$ cat src/rtl/uart_rx_ctrl.sv
// rtl/uart_rx_ctrl.sv - UART receive sequencer: sync, start detect, LSB-first assembly, parity/stop check
module uart_rx_ctrl #(
  parameter int DATA_BITS   = 8,
  parameter int PARITY      = 0,
  parameter int SYNC_STAGES = 2
) (
  input  logic                 rst,
  input  logic                 clk,
  input  logic                 rx_i,
  input  logic                 baud_tick_i,
  output logic                 baud_ena_o,
  output logic [DATA_BITS-1:0] data_o,
  output logic                 valid_o,
  output logic                 frame_err_o,
  output logic                 parity_err_o,
  output logic                 busy_o
);

  localparam int CNT_W = $clog2(DATA_BITS + 1);

  localparam logic [2:0] ST_IDLE  = 3'd0;
  localparam logic [2:0] ST_START = 3'd1;
  localparam logic [2:0] ST_DATA  = 3'd2;
  localparam logic [2:0] ST_PAR   = 3'd3;
  localparam logic [2:0] ST_STOP  = 3'd4;
  localparam logic [2:0] ST_BREAK = 3'd5;

  logic [SYNC_STAGES-1:0] sync_q;
  logic                   rx_s;

  logic [2:0]           state_q, state_d;
  logic [DATA_BITS-1:0] shift_q, shift_d;
  logic [CNT_W-1:0]     cnt_q, cnt_d;
  logic                 acc_q, acc_d;
  logic                 perr_q, perr_d;
  logic [DATA_BITS-1:0] data_q, data_d;
  logic                 valid_q, valid_d;
  logic                 ferr_out_q, ferr_out_d;
  logic                 perr_out_q, perr_out_d;

  // Idle-high synchroniser for the asynchronous serial line
  always_ff @(posedge clk or negedge rst) begin
    if (!rst) begin
      sync_q <= '1;
    end else begin
      sync_q <= {sync_q[SYNC_STAGES-2:0], rx_i};
    end
  end

  assign rx_s = sync_q[SYNC_STAGES-1];

  // Frame sequencing; all line sampling happens only on the mid-bit tick
  always_comb begin
    state_d    = state_q;
    shift_d    = shift_q;
    cnt_d      = cnt_q;
    acc_d      = acc_q;
    perr_d     = perr_q;
    data_d     = data_q;
    valid_d    = 1'b0;
    ferr_out_d = ferr_out_q;
    perr_out_d = perr_out_q;

    case (state_q)
      ST_IDLE: begin
        if (!rx_s) begin
          state_d = ST_START;
        end
      end
      ST_START: begin
        if (baud_tick_i) begin
          if (!rx_s) begin
            state_d = ST_DATA;
            cnt_d   = '0;
            acc_d   = 1'b0;
            perr_d  = 1'b0;
          end else begin
            state_d = ST_IDLE;
          end
        end
      end
      ST_DATA: begin
        if (baud_tick_i) begin
          shift_d = {rx_s, shift_q[DATA_BITS-1:1]};
          cnt_d   = cnt_q + CNT_W'(1);
          acc_d   = acc_q ^ rx_s;
          if (cnt_q == CNT_W'(DATA_BITS - 1)) begin
            state_d = (PARITY != 0) ? ST_PAR : ST_STOP;
          end
        end
      end
      ST_PAR: begin
        if (baud_tick_i) begin
          perr_d  = (PARITY == 1) ? (acc_q ^ rx_s) : ~(acc_q ^ rx_s);
          state_d = ST_STOP;
        end
      end
      ST_STOP: begin
        if (baud_tick_i) begin
          data_d     = shift_q;
          ferr_out_d = ~rx_s;
          perr_out_d = (PARITY != 0) ? perr_q : 1'b0;
          valid_d    = 1'b1;
          state_d    = rx_s ? ST_IDLE : ST_BREAK;
        end
      end
      ST_BREAK: begin
        // A held-low line must return high before a new start is accepted
        if (rx_s) begin
          state_d = ST_IDLE;
        end
      end
      default: begin
        state_d = ST_IDLE;
      end
    endcase
  end

  // Sequencer and result registers
  always_ff @(posedge clk or negedge rst) begin
    if (!rst) begin
      state_q    <= ST_IDLE;
      shift_q    <= '0;
      cnt_q      <= '0;
      acc_q      <= 1'b0;
      perr_q     <= 1'b0;
      data_q     <= '0;
      valid_q    <= 1'b0;
      ferr_out_q <= 1'b0;
      perr_out_q <= 1'b0;
    end else begin
      state_q    <= state_d;
      shift_q    <= shift_d;
      cnt_q      <= cnt_d;
      acc_q      <= acc_d;
      perr_q     <= perr_d;
      data_q     <= data_d;
      valid_q    <= valid_d;
      ferr_out_q <= ferr_out_d;
      perr_out_q <= perr_out_d;
    end
  end

  // The generator is enabled only while a frame is in flight, so it reloads between frames
  assign baud_ena_o = (state_q == ST_START) || (state_q == ST_DATA) ||
                      (state_q == ST_PAR)   || (state_q == ST_STOP);
  assign busy_o       = (state_q != ST_IDLE);
  assign data_o       = data_q;
  assign valid_o      = valid_q;
  assign frame_err_o  = ferr_out_q;
  assign parity_err_o = perr_out_q;

endmodule

$ cat config.mk
export PLATFORM = sky130hd
export DESIGN_NAME = uart_rx_ctrl
export DESIGN_NICKNAME = d
export VERILOG_FILES = /design/src/rtl/uart_rx_ctrl.sv
export SDC_FILE = /design/constraint.sdc
export NUM_CORES = 1
export LEC_CHECK = 0
export BUFFER_PORTS_ARGS = -buffer_cell sky130_fd_sc_hd__clkbuf_2
export CAP_MARGIN = 20
export CORE_MARGIN = 3
export CORE_UTILIZATION = 53
export CTS_CLUSTER_SIZE = 28
export DETAILED_ROUTE_END_ITERATION = 8
export PLACE_DENSITY = 0.71
export SLEW_MARGIN = 15
export SYNTH_ARGS = -nofsm -noshare
export SYNTH_HDL_FRONTEND = slang
export SYNTH_SLANG_ARGS = --single-unit
export TNS_END_PERCENT = 20
$ cat constraint.sdc
create_clock -name clk -period 1.5 [get_ports clk]
set_input_delay 0.15 -clock clk [delete_from_list [all_inputs] [get_ports clk]]
set_output_delay 0.15 -clock clk [all_outputs]
set_load 0.1 [all_outputs]
# Word-level counts from Yosys, hierarchy flattened
# Index checks and enable logic that the tools add are counted.
# classes
n_bitwise	1
n_reduce_logical	10
eq_ne	14
add_sub_neg	1
n_mux	16
# op_table
op	n
$mux 3	8
$pmux 3 s6	1
$ne 2x2->1 const B	8
$mux 4	3
$pmux 4 s2	1
$reduce_and 7->1	1
$eq 3x2->1 const B	2
$eq 3x3->1 const B	2
$add 4x1->4 const B	1
$eq 4x3->1 const B	1
$reduce_and 2->1	2
$reduce_and 4->1	1
$eq 3x1->1 const B	1
$logic_not 3->1	1
$logic_or 1x1->1	3
$reduce_bool 3->1	1
$mux 1	2
$mux 2	1
$reduce_bool 2->1	1
$not 1->1	1
# totals
wordCells	49
reg_bits	27
input_bits	4

# Depth between registers and ports, before layout
# Gate-level depths: netlist of the first run.
# depth
word_depth	4
depth_mapped	5

# Least setup slack after synthesis of the first run
# Ideal clock, no wire load.
# synth_timing
path_kind	register to output
from	register state_q[2]
to	output port baud_ena_o
path_buffers	1
path_stages_with_launch	3
slack_ns	-0.737
arrival_time_ns	2.087
cell_sequence	dfrtp_1 -> buf_6 -> xnor2_1
# synth_via
elab_chain_cells	4
elab_cells_between_ends	7
classes_between	eq/ne: 4; reduce/logical: 3
# synth_lines
item	line	source
start, declared	31	logic [2:0] state_q, state_d;
start signal, assigned	132	state_q <= state_d;
$eq 3x1->1 / $eq 3x2->1 (equally long branches)	145	assign baud_ena_o = (state_q == ST_START) || (state_q == ST_DATA) ||
$logic_or 1x1->1 (2 in series)	145	
$logic_or 1x1->1 *	146	(state_q == ST_PAR) || (state_q == ST_STOP);
end, declared	11	output logic baud_ena_o,
# Every way passes the cells marked *; elsewhere a longest branch is shown, timed or not.

# Worst setup path in the final report of the first run
# layout_timing
from	register state_q[2]
to	output port busy_o
# layout_via
elab_chain_cells	1
# layout_lines
item	line	source
$reduce_bool 3->1	147	assign busy_o = (state_q != ST_IDLE);
end, declared	16	output logic busy_o
# Every way passes these cells.

==> results of run 1 <==
[worst paths after layout]
path | startpoint | end
min | baud_tick_i | state_q[1]
min reg2reg | sync_q[0] | sync_q[1]
min in group asynchronous | rst | data_o[3]
max | state_q[2] | busy_o
max in group asynchronous | rst | state_q[1]
max reg2reg | state_q[0] | data_o[2]
[synthesized netlist by cell type]
cell type | count | area share, %
a211oi_1 | 1 | 0.61
a21boi_2 | 1 | 0.92
a21oi_1 | 3 | 1.2
a221oi_1 | 1 | 0.71
a221oi_2 | 1 | 1.2
a311oi_1 | 1 | 0.71
a32o_1 | 1 | 0.82
a41oi_1 | 1 | 0.71
and3_4 | 1 | 0.92
and3b_1 | 1 | 0.71
and4_1 | 1 | 0.71
and4bb_1 | 1 | 1.0
buf_2 | 2 | 0.82
buf_4 | 2 | 1.2
buf_6 | 2 | 1.8
conb_1 | 1 | 0.31
dfrtp_1 | 25 | 51
dfstp_2 | 2 | 4.3
ha_1 | 1 | 1.0
inv_1 | 2 | 0.61
mux2_1 | 8 | 7.3
mux2_4 | 8 | 9.8
mux2i_1 | 2 | 1.6
nand2_1 | 3 | 0.92
nand2b_1 | 1 | 0.51
nand3_1 | 2 | 0.82
nand3b_1 | 1 | 0.61
nor2_1 | 3 | 0.92
nor2_2 | 1 | 0.51
nor2b_1 | 2 | 1.0
nor3b_2 | 1 | 1.0
o21ai_0 | 1 | 0.41
o21ai_1 | 2 | 0.82
or3_1 | 1 | 0.51
or4b_4 | 1 | 1.1
xnor2_1 | 1 | 0.71
[through the flow]
stage	instances	utilization, %
floorplan	89	-
global placement	131	66.41
detailed placement	131	66.41
CTS	139	70.43
global route	140	70.85
finish	140	70.85
[repair_timing]
| item | 4_1_cts | 5_1_grt |
|---|---|---|
| setup endpoints to repair | 11 | 13 |
| hold buffers | 2 | 0 |
| setup buffers | 2 | 1 |
| resized for setup | 6 | 1 |
| endpoints found under the hold margin | 26 | 0 |
| pin swaps | 0 | 2 |
[layout make-up]
| type | instances | area, um^2 | area share, % |
|---|---|---|---|
| tap | 27 | 33.78 | 2.290 |
| clock buffer | 3 | 22.52 | 1.527 |
| clock inverter | 1 | 5.005 | 0.3393 |
| timing repair buffer | 26 | 203.9 | 13.83 |
| inverter | 2 | 7.507 | 0.5089 |
| multi-input combinational | 54 | 523.0 | 35.45 |
| sequential | 27 | 679.4 | 46.06 |
[critical path: cells and delay by family (launching register included)]
family | cells | cell delay, ns
flops | 1 | 0.45
simple gates | 1 | 0.34
buf+inv | 2 | 0.32
[routing by layer]
metal | up-vias | part of all wire [%] | track usage [%]
li1 | 364 | - | -
met1 | 406 | 46 | 24.69
met2 | 18 | 49 | 30.08
met3 | 4 | 4.5 | 3.878
met4 | 0 | 0.86 | 4.564
met5 | - | 0 | 0
[state kept, by name, indices dropped and copies added, names as in the netlist]
name,count
cnt_q,4
sync_q,2
valid_o,1
state_q,3
frame_err_o,1
data_o,8
shift_q,8
[logic make-up (layout without fill, tap and decap cells)]
logic type,after synthesis,count (layout)
flip-flops,27,27
AND/OR/NAND/NOR,20,20
multiplexers,18,18
AO/OA/AOI/OAI,13,13
buffers and inverters,8,32
adder cells (fa/ha/maj),1,1
other,1,1
XOR/XNOR,1,1
==> run metrics, run 1 <==
outcome=finished with violations; violated checks=negative setup slack; number of standard cells after synthesis=89; setup ws final=-0.06870 ns; library cells used by synthesis=36; register area share after synthesis=55.25%; number of failing setup endpoints in the final timing report=5; core area=2082 um^2; vias per cell=5.657; DP Area=1383 um^2; most common cell after layout, fill and taps aside=dfrtp_1; count of endpoints failing hold in the final timing report=0; final routed DRC violation total=0; clock transition at the registers of the reported paths=0.14 ns; maximum operating frequency=0.6375 GHz; max-slew violation total from the final report=0; clock latency at the later pin of the worst-skew pair=0.31 ns; fraction of final layout cells with drive strength greater than 1=42.48%; overall die height=54.13 um; share of synthesized cell area in full adder, half adder and majority cells=1.019%; vias in the first global route=856; detail-routed net length per standard cell=14.87 um; Reg2Reg Depth=5; H-tree levels=1; number of placement rows=16; pin count of the biggest net entering global routing=28; highest-count cells in the layout ignoring fill and taps=dfrtp_1 (24), clkbuf_2 (13), mux2_4 (8), mux2_1 (8), buf_4 (6); slowest cell delay on critical path=0.45 ns; layout-stage area growth over the synthesis result=20.18%; Worst Hold Margin=0.2562 ns; number of buffers added on ports=15; total detailed-routing wirelength=2.082 mm; net total in the final layout=119; number of storage elements in the synthesis netlist=27; die width=54.13 um; Setup Slack @ Placement=-0.01122 ns; maximum clock insertion buffer count=2; cells along the critical path=buf_6, or3_4, buf_12; crit-path max FO=4; clk root buf=clkbuf_4; clock buffer count from CTS=3; clock period minus final worst setup slack=1.569 ns; HPWL after DPL=1.444 mm; Tot GR Track Use=18.37%; CP Data Required Time=1.35 ns; initial core utilization=58.95%; Sink Count=27; average size of a mapped cell=13.79 um^2; dominant combinational cell family by area after synthesis=multiplexers; number of routed nets with antenna violations=0; antenna cell count=0; crit path launch type=flip-flop; Compound-Gate Fraction of Synth Area=8.155%; final weighted congestion of routability-driven global placement=0.8074; number of iterations in the first detailed-routing pass=4; global-route wire length before repair=3.877 mm; type of the worst setup path=reg -> out; filler cell count in the final layout=156; Final Cycle Share=104.6%; type of the worst min-delay path=in -> reg; Least-Margin Pin Slew=0.6631 ns; data arrival at the endpoint of the critical path=1.42 ns; max_slew headroom=55.80%; mux cell area share after synthesis=18.76%; total via count after detailed routing=792; Reg2Reg Setup Slack=0 ns; Yosys warnings=0; total congestion overflow=0; CP endpoint kind=output port; final sum of negative setup slack=-0.1365 ns; Boundary Pins=17; cell with the biggest individual delay on the critical path=dfrtp_1; clock tree from TritonCTS=done; xor/xnor cell area share of the yosys netlist=0.7136%; Cell Area, Synth=1227 um^2; instance count along the most critical hold path=4; drt first-iter violations=8; unrepaired setup endpoints after global routing=true; simple-gate share of the synthesized area=11.31%; max cap viols=0; worst clock skew=0.001367 ns; Net Count, Synth=94; Post-Layout Inst Area=1475 um^2; Die Footprint=2930 um^2; number of antenna violations at the first check in global routing=0
Power of run 1 is not shown: default switching activity piles up to over one toggle a cycle in this logic, so the estimate is an artifact.
==> run 2, diff against run 1 <==
--- a/config.mk
+++ b/config.mk
@@ -8,10 +8,11 @@
 export BUFFER_PORTS_ARGS = -buffer_cell sky130_fd_sc_hd__clkbuf_2
 export CAP_MARGIN = 20
 export CORE_MARGIN = 3
-export CORE_UTILIZATION = 53
+export CORE_UTILIZATION = 55
 export CTS_CLUSTER_SIZE = 28
 export DETAILED_ROUTE_END_ITERATION = 8
-export PLACE_DENSITY = 0.71
+export PLACE_DENSITY = 0.74
+export SKIP_LAST_GASP = 1
 export SLEW_MARGIN = 15
 export SYNTH_ARGS = -nofsm -noshare
 export SYNTH_HDL_FRONTEND = slang
==> run 2 against run 1 <==
The run still ends with negative setup slack left. Non-clock buffer count increased by 1. Sequential cell count unchanged. Global-route usage increased by 0.81 points. Highest routed layer unchanged. Die area decreased by 3.2%. Core utilization increased by 1.8 points. Routed wire length increased by 8.2%. Sequential share of layout area decreased by 0.36 points. Worst setup slack got worse by 0.018 ns. Cell area increased by 0.59%.
==> run metrics, run 2 (same netlist as run 1, synthesis figures left out) <==
final routed DRC violation total=0 (unchanged); Die Footprint=2835 um^2 (-3.2%); worst clock skew=0.0007479 ns (-0.0006196 ns); max-slew violation total from the final report=0 (unchanged); final sum of negative setup slack=-0.2674 ns (-0.1310 ns); outcome=finished with violations; crit-path max FO=2 (-2); clk root buf=clkbuf_4; total via count after detailed routing=780 (-1.5%); max_slew headroom=56.59% (+0.79 points); CP bufs+invs=2 (unchanged); number of routed nets with antenna violations=0 (unchanged); CP Data Required Time=1.35 ns (about the same); vias in the first global route=788 (-7.9%); number of buffers added on ports=15 (unchanged); total detailed-routing wirelength=2.252 mm (+8.2%); CP endpoint kind=output port; net total in the final layout=120 (+0.84%); pin count of the biggest net entering global routing=28 (unchanged); end-of-flow core utilization=72.67% (+1.8 points); clock period minus final worst setup slack=1.587 ns (+0.01819 ns); Setup Slack @ Placement=0.001580 ns (+0.01280 ns); Tot GR Track Use=19.17% (+0.81 points); total congestion overflow=0 (unchanged); Post-Layout Inst Area=1484 um^2 (+0.59%); static leakage=0.7134 nW; die width=53.24 um (-1.6%); cells along the critical path=buf_6, or3_4, buf_12; type of the worst setup path=reg -> out; core area=2042 um^2 (-1.9%); cell with the biggest individual delay on the critical path=dfrtp_1; maximum operating frequency=0.6302 GHz (-1.1%); number of failing setup endpoints in the final timing report=11 (+6); initial core utilization=60.11% (+1.2 points); unrepaired setup endpoints after global routing=true; count of placed standard cells in the final layout, fillers left out=141 (+0.71%); layout-stage area growth over the synthesis result=20.90%; DP Area=1368 um^2 (-1.1%); clock latency at the later pin of the worst-skew pair=0.32 ns (about the same); RR Startpoint=state_q[0]; number of cells after detailed placement=129 (-1.5%); fraction of final layout cells with drive strength greater than 1=42.11% (-0.37 points); highest-count cells in the layout ignoring fill and taps=dfrtp_1 (25), clkbuf_2 (13), mux2_4 (8), mux2_1 (8), buf_4 (7); Least-Margin Pin Slew=0.6512 ns (-0.01187 ns); global-route wire length before repair=3.864 mm (-0.34%); clock transition at the registers of the reported paths=0.14 ns (about the same); slowest cell delay on critical path=0.43 ns (-0.02 ns); antenna cell count=0 (unchanged); max cap viols=0 (unchanged); number of iterations in the first detailed-routing pass=4 (unchanged); final weighted congestion of routability-driven global placement=0.7825 (-3.1%); most common cell after layout, fill and taps aside=dfrtp_1; clock tree from TritonCTS=done; count of endpoints failing hold in the final timing report=0 (unchanged); Boundary Pins=17 (unchanged); maximum ir drop on the vdd rail=1701 uV; Sink Count=27 (unchanged); violated checks=negative setup slack; Final Cycle Share=105.8% (+1.2 points); HPWL after DPL=1.492 mm (+3.3%); overall die height=53.24 um (-1.6%); Setup crit start=state_q[2]; H-tree levels=1 (unchanged); drt first-iter violations=19 (+11); maximum clock insertion buffer count=2 (unchanged); crit path launch type=flip-flop; number of antenna violations at the first check in global routing=0 (unchanged); worst hold path startpoint=baud_tick_i; detail-routed net length per standard cell=15.97 um (+7.4%); type of the worst min-delay path=in -> reg; power per cell area=2270 nW/um^2; vias per cell=5.532 (-2.2%); data arrival at the endpoint of the critical path=1.44 ns (+0.02 ns); setup ws final=-0.08689 ns (-0.01819 ns); clock buffer count from CTS=3 (unchanged); number of placement rows=16 (unchanged); cell family with most CP delay=flip-flops
[run 2: changes by cell type in the layout (fill, tap and decap cells not counted), sizes merged]
cell	delta
clkinv	-1
buf	+1
clkinvlp	+1
[run 2: path summary, 6_finish.rpt]
check / slack, ns / cells past startpoint / end
setup / recovery: -0.09 / 3 / busy_o
hold / removal: 0.23 / 4 / state_q[1]
setup reg to reg: -0.02 / 3 / shift_q[3]
hold reg to reg: 0.37 / 0 / sync_q[1]
max in group asynchronous: 0.72 / 2 / cnt_q[0]
min in group asynchronous: 0.36 / 2 / data_o[3]
[run 2: per-stage QoR]
step | total power (W) | hold slack [ns]
floorplan | 0.002394 | -0.1456
global placement | 0.002815 | 0.1968
detailed placement | 0.002864 | 0.2084
CTS | 0.003366 | 0.2193
global route | 0.003529 | 0.2490
finish | 0.003368 | 0.2305
[run 2: worst min-delay path, cell delays in order]
cell	delay, ns
clkbuf_2	0.15
nor2_1	0.05
a21oi_1	0.11
o21ai_1	0.07
[run 2: final cells by class]
| cell class | count | area, um^2 |
|---|---|---|
| flip-flops and latches | 27 | 678.2 |
| multi-input cells | 54 | 523.0 |
| well taps | 27 | 33.78 |
| clock inverters | 1 | 7.507 |
| repair buffers | 27 | 211.5 |
| clock buffers | 3 | 22.52 |
| inverters | 2 | 7.507 |
| fillers | 142 | 558.0 |
[run 2: report_power, final]
part           internal (W)  switching, W  leakage (nW)  total [W]
registers          0.000904      0.000161         0.358    0.00106
logic              0.000766       0.00122         0.342    0.00199
clock network      0.000102      0.000215        0.0139   0.000317
total               0.00177       0.00160         0.713    0.00337
[run 2: layer usage]
layer / track usage, % / up-vias / share of wire [%]
met1: 26.14 / 400 / 49
met3: 3.380 / 2 / 2.6
met4: 6.383 / 0 / 0.62
met5: 0 / - / 0
li1: - / 365 / -
met2: 30.61 / 13 / 48
[run 2: repair_timing]
| item | 4_1_cts | 5_1_grt |
|---|---|---|
| resized for setup | 6 | 0 |
| pin swaps | 2 | 0 |
| setup endpoints to repair | 6 | 14 |
| buffers inserted | 6 | 0 |
| hold buffers | 2 | 0 |
| endpoints found under the hold margin | 26 | 0 |
(Power assumes the default switching activity.)
==> run 3, diff against run 2 <==
--- a/config.mk
+++ b/config.mk
@@ -8,10 +8,10 @@
 export BUFFER_PORTS_ARGS = -buffer_cell sky130_fd_sc_hd__clkbuf_2
 export CAP_MARGIN = 20
 export CORE_MARGIN = 3
-export CORE_UTILIZATION = 55
+export CORE_UTILIZATION = 59
 export CTS_CLUSTER_SIZE = 28
 export DETAILED_ROUTE_END_ITERATION = 8
-export PLACE_DENSITY = 0.74
+export PLACE_DENSITY = 0.79
 export SKIP_LAST_GASP = 1
 export SLEW_MARGIN = 15
 export SYNTH_ARGS = -nofsm -noshare
==> constraint.sdc (replaced) <==
create_clock -name clk -period 1.99 [get_ports clk]
set_input_delay 0.199 -clock clk [delete_from_list [all_inputs] [get_ports clk]]
set_output_delay 0.199 -clock clk [all_outputs]
set_load 0.1 [all_outputs]
==> run 3 against run 2 <==
The run now ends clean. Via count shrank 6.7%. Register-to-register slack improved by 0.34 ns. Routed wire length decreased by 17%. Cell area is 9.6% lower. Core utilization up 0.25 points. Sequential share of layout area is 4.9 points higher. Count of clock-buffer cells in the layout is the same. Clock skew up 0.0091 ns. Global-route usage decreased by 2.1 points. Critical endpoint is now baud_ena_o.
==> run metrics, run 3 (same netlist as run 1, synthesis figures left out) <==
outcome=complete, no violations; initial core utilization=66.73% (+6.6 points); Final Cycle Share=94.58%; total detailed-routing wirelength=1.859 mm (-17%); net total in the final layout=110 (-8.3%); number of failing setup endpoints in the final timing report=0 (-11); antenna cell count=0 (unchanged); clock latency at the later pin of the worst-skew pair=0.31 ns (about the same); maximum operating frequency=0.5313 GHz; most common cell after layout, fill and taps aside=dfrtp_1; count of cells resized by post-cts repair=0 (-6); clock buffer count from CTS=3 (unchanged); total congestion overflow=0 (unchanged); layout-stage area growth over the synthesis result=9.277%; final weighted congestion of routability-driven global placement=0.7509 (-4.0%); hold-fix buffer count after cts=2 (unchanged); clock tree from TritonCTS=done; die width=51.61 um (-3.1%); number of iterations in the first detailed-routing pass=4 (unchanged); Post-Layout Inst Area=1341 um^2 (-9.6%); # Post-CTS Setup Buffers=0 (-6); Boundary Pins=17 (unchanged); Least-Margin Pin Slew=0.6385 ns (-0.01271 ns); vias per cell=5.643 (+2.0%); CP endpoint kind=output port; data arrival at the endpoint of the critical path=1.68 ns (+0.24 ns); instance count along the most critical hold path=4 (unchanged); vias in the first global route=752 (-4.6%); clock transition at the registers of the reported paths=0.13 ns (about the same); number of cells after detailed placement=123 (-4.7%); Die Footprint=2664 um^2 (-6.0%); filler cell count in the final layout=135 (-4.9%); type of the worst setup path=reg -> out; Reg2Reg Depth=3 (unchanged); number of routed nets with antenna violations=0 (unchanged); drt first-iter violations=16 (-3); number of placement rows=15 (-1); highest-count cells in the layout ignoring fill and taps=dfrtp_1 (25), clkbuf_2 (15), mux2_4 (8), mux2_1 (8); final sum of negative setup slack=0 ns (+0.2674 ns); clk root buf=clkbuf_4; Tot GR Track Use=17.04% (-2.1 points); maximum clock insertion buffer count=2 (unchanged); H-tree levels=1 (unchanged); number of buffers added on ports=15 (unchanged); HPWL after DPL=1.298 mm (-13%); overall die height=51.61 um (-3.1%); Sink Count=27 (unchanged); max-slew violation total from the final report=0 (unchanged); CP Data Required Time=1.79 ns (+0.44 ns); max_slew headroom=57.43% (+0.85 points); global-route wire length before repair=3.387 mm (-12%); clock period minus final worst setup slack=1.882 ns; unrepaired setup endpoints after global routing=false; final routed DRC violation total=0 (unchanged); pin count of the biggest net entering global routing=28 (unchanged); count of placed standard cells in the final layout, fillers left out=129 (-8.5%); detail-routed net length per standard cell=14.41 um (-9.8%); type of the worst min-delay path=in -> reg; core area=1839 um^2 (-9.9%); crit path launch type=flip-flop; number of antenna violations at the first check in global routing=0 (unchanged); worst clock skew=0.009810 ns (+0.009062 ns); fraction of final layout cells with drive strength greater than 1=34.62% (-7.5 points); end-of-flow core utilization=72.93% (+0.25 points); crit-path max FO=13 (+11); count of endpoints failing hold in the final timing report=0 (unchanged); Reg2Reg Setup Slack=0.32 ns (+0.34 ns); total via count after detailed routing=728 (-6.7%); max cap viols=0 (unchanged); DP Area=1294 um^2 (-5.4%)
==> run 3: metal layers <==
layer  global-route usage, %  vias to the layer above  wire, um
met4                   4.367                        0        14
li1                        -                      348         -
met1                   23.86                      360       911
met5                       0                        -         0
met3                   3.725                        2        78
met2                   26.91                       18       854
==> run 3: worst max-delay path, stage by stage, from the launching register on <==
cell and delay, ns:
dfrtp_1 0.55, nor2_2 0.23, xnor2_2 0.12, clkbuf_2 0.47
==> run 3: final timing paths <==
path / startpoint / to
max reg2reg: state_q[2] / cnt_q[3]
max in group asynchronous: rst / valid_o
min reg2reg: sync_q[0] / sync_q[1]
min: baud_tick_i / state_q[1]
max: state_q[0] / baud_ena_o
min in group asynchronous: rst / data_o[2]
==> run 3: layout make-up <==
class | instances | area [um^2] | area share [%]
sequential | 27 | 678.2 | 50.56
multi-input combinational | 54 | 501.7 | 37.41
timing repair buffer | 17 | 95.09 | 7.090
tap | 25 | 31.28 | 2.332
clock buffer | 3 | 22.52 | 1.679
inverter | 2 | 7.507 | 0.5597
clock inverter | 1 | 5.005 | 0.3731
==> run 3: per-stage QoR <==
stage               setup slack [ns]  hold WS (ns)
global placement              0.4115        0.2438
global route                0.004553        0.3147
detailed placement            0.3539        0.2560
floorplan                     0.3468      -0.09659
finish                        0.1078        0.3054
CTS                          0.09929        0.2936
Power of run 3 is left out for the same reason.
